--- config.mk ---
export PLATFORM = sky130hd
export DESIGN_NAME = mul_hilo_writeback_flat
export DESIGN_NICKNAME = d
export VERILOG_FILES = /design/src/rtl/mul_hilo_writeback_if.sv /design/src/rtl/mul_hilo_writeback.sv /design/src/flat_wrapper.sv
export SDC_FILE = /design/constraint.sdc
export NUM_CORES = 1
export LEC_CHECK = 0
export CAP_MARGIN = 20
export CELL_PAD_IN_SITES_DETAIL_PLACEMENT = 0
export CELL_PAD_IN_SITES_GLOBAL_PLACEMENT = 2
export CORE_MARGIN = 5
export CORE_UTILIZATION = 26
export CTS_CLUSTER_SIZE = 14
export DETAILED_ROUTE_END_ITERATION = 10
export PLACE_DENSITY = 0.87
export REMOVE_ABC_BUFFERS = 1
export SKIP_LAST_GASP = 1
export SLEW_MARGIN = 20
export SYNTH_ARGS = -nofsm -noshare
export SYNTH_HDL_FRONTEND = slang
export SYNTH_SLANG_ARGS = --single-unit
export TNS_END_PERCENT = 10
--- constraint.sdc ---
create_clock -name clk -period 4.5 [get_ports clk]
set_clock_uncertainty 0.05 [all_clocks]
set_input_delay 0.675 -clock clk [delete_from_list [all_inputs] [get_ports clk]]
set_output_delay 0.675 -clock clk [all_outputs]
set_load 0.02 [all_outputs]
--- src/rtl/mul_hilo_writeback_if.sv ---
// Product handshake (multiplier -> writeback) and bus handshake (writeback -> arbiter)
// for mul_hilo_writeback. The slave modport is the writeback stage's view.
interface mul_hilo_writeback_if #(
    parameter int unsigned DATA_W = 32
);
    logic                  prod_valid;
    logic                  prod_ready;
    logic [2*DATA_W-1:0]   product_in;
    logic                  bus_valid;
    logic                  bus_ready;
    logic [DATA_W-1:0]     bus_out;
    logic                  bus_dst;

    modport master (
        output prod_valid,
        output product_in,
        output bus_ready,
        input  prod_ready,
        input  bus_valid,
        input  bus_out,
        input  bus_dst
    );

    modport slave (
        input  prod_valid,
        input  product_in,
        input  bus_ready,
        output prod_ready,
        output bus_valid,
        output bus_out,
        output bus_dst
    );
endinterface

--- src/rtl/mul_hilo_writeback.sv ---
// Booth multiplier writeback stage: captures the 2*DATA_W product, writes LO then HI over
// the DATA_W bus and keeps the HI/LO registers. Optional sticky overflow via MUL_OVF_FLAG_EN.
module mul_hilo_writeback #(
    parameter int unsigned       DATA_W     = 32,
    parameter logic [DATA_W-1:0] RESET_HILO = '0
) (
    input  logic                 clk,
    input  logic                 clr,
    mul_hilo_writeback_if.slave  wb,
    output logic [DATA_W-1:0]    hi_q,
    output logic [DATA_W-1:0]    lo_q,
    output logic                 busy,
    output logic                 done,
    output logic                 ovf
);

    localparam logic [1:0] S_IDLE  = 2'd0;
    localparam logic [1:0] S_WR_LO = 2'd1;
    localparam logic [1:0] S_WR_HI = 2'd2;
    localparam logic [1:0] S_DONE  = 2'd3;

    logic [1:0]          state_q, state_d;
    logic [2*DATA_W-1:0] z_q, z_d;
    logic [DATA_W-1:0]   hi_d, lo_d;
    logic                capture;

    always_comb begin
        capture = (state_q == S_IDLE) && wb.prod_valid;
    end

    always_comb begin
        state_d = state_q;
        z_d     = z_q;
        hi_d    = hi_q;
        lo_d    = lo_q;
        case (state_q)
            S_IDLE: begin
                if (capture) begin
                    z_d     = wb.product_in;
                    state_d = S_WR_LO;
                end
            end
            S_WR_LO: begin
                if (wb.bus_ready) begin
                    lo_d    = z_q[DATA_W-1:0];
                    state_d = S_WR_HI;
                end
            end
            S_WR_HI: begin
                if (wb.bus_ready) begin
                    hi_d    = z_q[2*DATA_W-1:DATA_W];
                    state_d = S_DONE;
                end
            end
            S_DONE:  state_d = S_IDLE;
            default: state_d = S_IDLE;
        endcase
    end

    // Bus outputs are pure functions of state and Z, so they hold stable under backpressure.
    always_comb begin
        wb.prod_ready = (state_q == S_IDLE);
        wb.bus_valid  = (state_q == S_WR_LO) || (state_q == S_WR_HI);
        wb.bus_dst    = (state_q == S_WR_HI);
        case (state_q)
            S_WR_LO: wb.bus_out = z_q[DATA_W-1:0];
            S_WR_HI: wb.bus_out = z_q[2*DATA_W-1:DATA_W];
            default: wb.bus_out = '0;
        endcase
        busy = (state_q != S_IDLE);
        done = (state_q == S_DONE);
    end

    // A clr that abandons a transfer in WR_HI keeps the LO beat that was already accepted.
    always_ff @(posedge clk) begin
        if (clr) begin
            state_q <= S_IDLE;
            z_q     <= '0;
            hi_q    <= RESET_HILO;
            lo_q    <= (state_q == S_WR_HI) ? lo_q : RESET_HILO;
        end else begin
            state_q <= state_d;
            z_q     <= z_d;
            hi_q    <= hi_d;
            lo_q    <= lo_d;
        end
    end

`ifdef MUL_OVF_FLAG_EN
    logic ovf_q, ovf_d;
    logic prod_fits;

    // The product fits in DATA_W signed bits when its top DATA_W+1 bits are a pure sign extension.
    always_comb begin
        prod_fits = (&wb.product_in[2*DATA_W-1:DATA_W-1]) | ~(|wb.product_in[2*DATA_W-1:DATA_W-1]);
        ovf_d     = ovf_q | (capture & ~prod_fits);
        ovf       = ovf_q;
    end

    always_ff @(posedge clk) begin
        if (clr) begin
            ovf_q <= 1'b0;
        end else begin
            ovf_q <= ovf_d;
        end
    end
`else
    always_comb begin
        ovf = 1'b0;
    end
`endif

endmodule

--- src/flat_wrapper.sv ---
// flat-port wrapper written by rule: the top's interface ports become plain ports
module mul_hilo_writeback_flat 
#(
    parameter int unsigned       DATA_W     = 32,
    parameter logic [DATA_W-1:0] RESET_HILO = '0
)
  (clk, clr, hi_q, lo_q, busy, done, ovf, wb_prod_valid, wb_product_in, wb_bus_ready, wb_prod_ready, wb_bus_valid, wb_bus_out, wb_bus_dst);
  mul_hilo_writeback_if #(.DATA_W(DATA_W)) wb_i ();
  input  logic clk;
  input  logic clr;
  output logic [DATA_W-1:0] hi_q;
  output logic [DATA_W-1:0] lo_q;
  output logic busy;
  output logic done;
  output logic ovf;
  input wire logic [$bits(wb_i.prod_valid)-1:0] wb_prod_valid;
  input wire logic [$bits(wb_i.product_in)-1:0] wb_product_in;
  input wire logic [$bits(wb_i.bus_ready)-1:0] wb_bus_ready;
  output wire logic [$bits(wb_i.prod_ready)-1:0] wb_prod_ready;
  output wire logic [$bits(wb_i.bus_valid)-1:0] wb_bus_valid;
  output wire logic [$bits(wb_i.bus_out)-1:0] wb_bus_out;
  output wire logic [$bits(wb_i.bus_dst)-1:0] wb_bus_dst;
  assign wb_i.prod_valid = wb_prod_valid;
  assign wb_i.product_in = wb_product_in;
  assign wb_i.bus_ready = wb_bus_ready;
  assign wb_prod_ready = wb_i.prod_ready;
  assign wb_bus_valid = wb_i.bus_valid;
  assign wb_bus_out = wb_i.bus_out;
  assign wb_bus_dst = wb_i.bus_dst;
  mul_hilo_writeback #(.DATA_W(DATA_W), .RESET_HILO(RESET_HILO)) u_core (.clk(clk), .clr(clr), .wb(wb_i), .hi_q(hi_q), .lo_q(lo_q), .busy(busy), .done(done), .ovf(ovf));
endmodule
==> results.py, run 1 <==
metrics = {
    "run_status": {
        "status": "finished, final reports clean",
    },
    "cts": {
        "ctsHoldBuffers": 0,
        "cts_tree": "done",
        "clockRootBuffer": "clkbuf_16",
        "ctsResizeCount": 0,
        "post_cts_buffers": 0,
        "clockBufferDepth": 2,
        "h-tree-depth": 4,
        "cts_sinks": 130,
        "cts_buffers": 17,
        "clk_pin_slew_ps": 60,
        "clock_latency_ps": 410,
    },
    "detailed_routing": {
        "dr.max_layer_used": "met4",
        "finalWirelength_um": 16400,
        "met1_length_um": 7420,
        "dr_total_vias": 4396,
        "ant_nets": 0,
        "met2_length_um": 7780,
        "wl_met3_um": 1010,
        "viasPerCell": 4.35,
        "drt_iter0_markers": 191,
        "post-route-drc-count": 0,
        "firstDrtPassIters": 4,
        "avgRoutedWirePerCell_um": 16.2,
    },
    "hold_path": {
        "whs_path_depth": 2,
        "hp-class": "flip-flop to flip-flop",
    },
    "critical_path": {
        "worstPathRequired_ps": 3770,
        "crit_arrival_ps": 2780,
        "crit_start": "u_core.state_q[0]$_SDFFE_PP0P_",
        "crit_path_max_fanout": 34,
        "worstReg2RegStart": "u_core.state_q[0]$_SDFFE_PP0P_",
        "worstReg2RegEnd": "u_core.lo_q[16]$_SDFFCE_PP0P_",
        "crit_end": "wb_bus_out[25]",
        "crit_path_start_kind": "flip-flop",
        "ff2ff_setup_slack_ps": 2170,
        "endpoint_kind": "output port",
        "crit_type": "flip-flop to output port",
        "worstRegToRegCells": 4,
    },
    "synthesis": {
        "ys_seq_area_share_pct": 56.0,
        "synth_edf_count": 32,
        "yosysTopAreaCell": "dfxtp_1",
        "async_flop_share_pct": 0,
        "yosysUniqueCellTypes": 25,
        "muxShareOfSynthArea_pct": 0,
        "synth_compound_area_share_pct": 14.7,
        "ys_seq_elements": 130,
        "synthSimpleGateAreaFrac_pct": 22.2,
        "syn_inst": 585,
        "yosys-top-cells-area": "dfxtp_1, edfxtp_1, nand2_1",
        "synth_area_per_cell_um2": 8.92,
        "synth_top_family_by_area": "simple AND/OR/NAND/NOR gates",
        "yosysTopAreaCellShare_pct": 37.6,
        "synth_warnings": 0,
        "synth_fa_ha_area_share_pct": 1.68,
        "synth_area_um2": 5220,
        "synthFlopType": "dfxtp_1",
        "synth_xor_area_share_pct": 0,
        "yosys-top-cells-count": "nand2_1, dfxtp_1, a21oi_1",
        "synthMostInstantiatedCell": "nand2_1",
    },
    "floorplan": {
        "start_util_pct": 26.6,
        "die_y_um": 152,
        "coreArea_um2": 19600,
        "dieArea_um2": 23000,
        "die_w_um": 152,
        "ios": 170,
        "rows": 51,
    },
    "sta": {
        "max_freq_mhz": 285,
        "timing.final.crit_share_pct": 78.0,
        "holdWs_ps": 405,
        "drv_slew": 0,
        "post-route-min-period_ps": 3510,
        "setup_violations": 0,
        "tightest_slew_ps": 930,
        "max_slew_margin_pct": 38.0,
        "finalHoldViolations": 0,
        "tns_ps": 0,
        "grt_setup_unrepaired": "false",
    },
    "global_routing": {
        "grt_pass1_wl_um": 25000,
        "grt_pass1_vias": 4491,
        "grt-ovfl-total": 0,
        "groute.usage.overall_pct": 14.2,
        "antenna_found_initial": 0,
        "grt_start_max_net_pins": 68,
    },
    "finish": {
        "drive_gt1_share_pct": 6.43,
        "insertedDiodeCount": 0,
        "area_growth_pct": 46.6,
        "final_nets": 808,
    },
    "power": {
        "ir_drop_mv": 0.241,
        "total_power_uw": 4090,
        "leakage_uw": 0.00260,
        "powerDensity_nw_per_um2": 534,
    },
    "run": {
        "drv_cap": 0,
    },
    "place": {
        "place_congestion": 0.721,
        "dp_hpwl_um": 10200,
        "io_buffers": 168,
    },
}
how the worst min path moves through the flow:
stage / from / endpoint
finish: u_core.hi_q[22]$_SDFFE_PP0P_ / u_core.hi_q[22]$_SDFFE_PP0P_
global route: u_core.hi_q[0]$_SDFFE_PP0P_ / u_core.hi_q[0]$_SDFFE_PP0P_
CTS: u_core.hi_q[11]$_SDFFE_PP0P_ / u_core.hi_q[11]$_SDFFE_PP0P_
detailed placement: u_core.hi_q[11]$_SDFFE_PP0P_ / u_core.hi_q[11]$_SDFFE_PP0P_
global placement: u_core.hi_q[23]$_SDFFE_PP0P_ / u_core.hi_q[23]$_SDFFE_PP0P_
floorplan: u_core.z_q[0]$_SDFFE_PP0P_ / u_core.z_q[0]$_SDFFE_PP0P_
kinds of logic after synthesis:
kind of cell / Yosys count
AO/OA/AOI/OAI: 134
adder cells (fa/ha/maj): 7
buffers and inverters: 50
flip-flops: 130
other: 1
AND/OR/NAND/NOR: 263
through the flow:
step           instance area, µm²  util, %  instances  setup WS [ps]
2_1_floorplan                4960        -        539            960
3_5_place_dp                 7040     35.9        979           1430
4_1_cts                      7650     39.1       1011            962
5_1_grt                      7650     39.1       1011            870
3_3_place_gp                 7040     35.9        979           1480
6_report                     7650     39.1       1011            990
layout make-up:
cell class | count | area (µm²)
Fill cell | 2026 | 11900
Sequential cell | 130 | 2920
Multi-Input combinational cell | 405 | 2040
Timing Repair Buffer | 175 | 1730
Clock buffer | 19 | 453
Tap cell | 265 | 332
Clock inverter | 13 | 160
Inverter | 4 | 15.0
sequential cells by signal (all words and copies together), names as in the netlist:
register / flops
u_core.z_q: 64
u_core.hi_q: 32
u_core.lo_q: 32
u_core.state_q: 2
critical path, cell delays in order, from the launching register on:
cell and delay (ps):
dfxtp_1 350, inv_1 140, ha_2 810, a22oi_1 260, nor2b_1 180, clkdlybuf4s50_1 610
routing by layer:
metal  GRT usage (%)  vias to the layer above
li1                -                     2223
met1            18.0                     2049
met2            23.4                      115
met3            4.22                        9
met4            4.18                        0
met5               0                        -
report_power, final:
group / leakage (µW) / internal [µW] / switching, µW
Combinational: 0.00119 / 457 / 663
Sequential: 0.00113 / 1420 / 115
Clock: 0.000287 / 899 / 533
Total: 0.00260 / 2770 / 1310
layout by cell type, fill, tap and decap left out:
master / count
clkdlybuf4s50_1: 167
buf_4: 8
clkinv_4: 2
a41o_1: 1
ha_2: 2
a311oi_1: 1
a21oi_1: 97
dfxtp_1: 98
and2_2: 2
nand2_2: 2
edfxtp_1: 32
clkbuf_8: 2
nor2_1: 1
inv_1: 4
a22oi_1: 32
nor2b_1: 64
nand2_1: 192
o21ai_4: 1
ha_1: 5
a211oi_1: 1
o21bai_2: 1
clkinv_2: 3
nand2b_1: 1
conb_1: 1
nand3_1: 1
clkbuf_16: 17
clkinvlp_4: 5
bufinv_16: 3
Note: power is estimated with default switching activity, not from simulation.
==> run 2: changes to the inputs <==
--- a/config.mk
+++ b/config.mk
@@ -9,10 +9,10 @@
 export CELL_PAD_IN_SITES_DETAIL_PLACEMENT = 0
 export CELL_PAD_IN_SITES_GLOBAL_PLACEMENT = 2
 export CORE_MARGIN = 5
-export CORE_UTILIZATION = 26
+export CORE_UTILIZATION = 24
 export CTS_CLUSTER_SIZE = 14
 export DETAILED_ROUTE_END_ITERATION = 10
-export PLACE_DENSITY = 0.87
+export PLACE_DENSITY = 0.85
 export REMOVE_ABC_BUFFERS = 1
 export SKIP_LAST_GASP = 1
 export SLEW_MARGIN = 20
==> constraint.sdc (replaced) <==
create_clock -name clk -period 3.21 [get_ports clk]
set_clock_uncertainty 0.05 [all_clocks]
set_input_delay 0.4815 -clock clk [delete_from_list [all_inputs] [get_ports clk]]
set_output_delay 0.4815 -clock clk [all_outputs]
set_load 0.02 [all_outputs]
==> run 2 against run 1 <==
  * Count of clock-buffer cells in the layout is 9 higher
  * Critical path depth is 1 higher
  * Total power is 40% higher
  * Sequential power is 41% higher
  * Global-route usage is 0.68 points lower
  * Critical path type unchanged
==> results.py, run 2 (synthesis gave the netlist of run 1 again) <==
metrics = {
    "power": {
        "pwr-share-clk_pct": 34.0,
        "powerDensity_nw_per_um2": 740,
        "combPwrFrac_pct": 28.4,
        "leakage_uw": 0.00264,
        "p_sw_uw": 1790,
        "p_sw_share_pct": 31.4,
        "total_power_uw": 5720,
        "ir_drop_mv": 0.317,
        "power_frac_seq_pct": 37.6,
        "p_int_uw": 3920,
    },
    "detailed_routing": {
        "post-route-drc-count": 0,
        "finalWirelength_um": 16800,
        "viasPerCell": 4.30,
        "ant_nets": 0,
        "dr_total_vias": 4444,
        "firstDrtPassIters": 4,
        "drt_iter0_markers": 204,
        "avgRoutedWirePerCell_um": 16.3,
    },
    "cts": {
        "post_cts_buffers": 0,
        "clockRootBuffer": "clkbuf_16",
        "cts_tree": "done",
        "h-tree-depth": 4,
        "cts_buffers": 17,
        "clk_pin_slew_ps": 50,
        "ctsHoldBuffers": 0,
        "clock_latency_ps": 410,
        "clockBufferDepth": 2,
        "ctsResizeCount": 0,
        "cts_sinks": 130,
    },
    "sta": {
        "setup_violations": 0,
        "finalHoldViolations": 0,
        "drv_slew": 0,
        "grt_setup_unrepaired": "false",
        "tns_ps": 0,
        "timing.final.crit_share_pct": 93.4,
        "max_slew_margin_pct": 39.9,
        "tightest_slew_ps": 899,
        "max_freq_mhz": 334,
        "post-route-min-period_ps": 3000,
    },
    "run_status": {
        "status": "finished, final reports clean",
    },
    "critical_path": {
        "crit_path_max_fanout": 14,
        "endpoint_kind": "output port",
        "crit_arrival_ps": 2470,
        "crit_type": "flip-flop to output port",
        "worstPathRequired_ps": 2680,
        "crit_path_start_kind": "flip-flop",
    },
    "global_routing": {
        "groute.usage.overall_pct": 13.5,
        "grt_pass1_wl_um": 25400,
        "grt_start_max_net_pins": 74,
        "antenna_found_initial": 1,
        "grt_pass1_vias": 4397,
        "grt-ovfl-total": 0,
    },
    "finish": {
        "final_nets": 814,
        "top_register": "u_core.z_q",
        "final_cell_mix": "nand2_1, clkdlybuf4s50_1, dfxtp_1, a21oi_1, nor2b_1",
        "area_growth_pct": 47.9,
        "reg.largest.list": "u_core.z_q: 64 flops, u_core.hi_q: 32 flops, u_core.lo_q: 32 flops",
        "drive_gt1_share_pct": 6.38,
        "postLayoutCoreUtil_pct": 35.7,
        "largest_reg_flops": 64,
        "final_common_cell": "nand2_1",
    },
    "floorplan": {
        "ios": 170,
        "dieArea_um2": 24800,
        "start_util_pct": 24.1,
        "die_y_um": 157,
        "rows": 54,
        "die_w_um": 157,
        "coreArea_um2": 21600,
    },
    "place": {
        "io_buffers": 168,
        "place_congestion": 0.703,
        "dp_hpwl_um": 11200,
    },
    "run": {
        "drv_cap": 0,
    },
    "hold_path": {
        "hp-class": "input port to flip-flop",
    },
}
==> run 2: cell count changes in the layout (fill, tap and decap cells not counted), moves of 3 or more <==
cell        delta
clkbuf_1       +6
buf_4          +4
clkinvlp_4     -4
clkbuf_8       +3
==> run 2: path summary, 6_finish.rpt <==
path	slack (ps)	end	startpoint	cells past startpoint
max	210	wb_bus_out[6]	u_core.state_q[0]$_SDFFE_PP0P_	6
min	210	u_core.z_q[10]$_SDFFE_PP0P_	clr	2
max reg2reg	920	u_core.lo_q[12]$_SDFFCE_PP0P_	u_core.state_q[0]$_SDFFE_PP0P_	4
min reg2reg	400	u_core.hi_q[19]$_SDFFE_PP0P_	u_core.hi_q[19]$_SDFFE_PP0P_	2
==> run 2: metrics by stage <==
step           hold WS (ps)  worst slack (ps)  instance area, µm²  cells
2_1_floorplan           388              -330                4960    539
3_3_place_gp            391               644                7130   1000
3_5_place_dp            396               592                7130   1000
4_1_cts                 193               131                7720   1032
5_1_grt                 203              27.6                7720   1033
6_report                210               213                7720   1033
==> run 2: metal layers <==
layer	up-vias	track usage [%]	wire length, µm
met5	-	0	0
met2	121	21.8	8100
met3	10	3.55	868
met4	0	3.85	189
met1	2074	17.8	7690
li1	2239	-	-
==> run 2: worst max-delay path: stages, from the launching register on <==
cell,delay [ps]
dfxtp_1,350
inv_1,140
ha_2,350
buf_4,280
a22oi_1,120
nor2b_1,180
clkdlybuf4s50_1,640
==> run 2: cell type report <==
type | instances | area, µm²
fill | 2275 | 13900
sequential | 130 | 2920
multi-input combinational | 405 | 2040
timing repair buffer | 181 | 1800
clock buffer | 28 | 517
tap | 280 | 350
clock inverter | 4 | 72.6
inverter | 4 | 15.0
antenna | 1 | 2.50
==> run 2: power groups by stage <==
stage / logic [µW] / registers [µW] / clock network, µW
2_1_floorplan: 681 / 2310 / 0
3_3_place_gp: 1650 / 2190 / 0
3_5_place_dp: 1670 / 2190 / 0
4_1_cts: 1680 / 2150 / 2000
5_1_grt: 1770 / 2190 / 2080
6_report: 1620 / 2150 / 1940
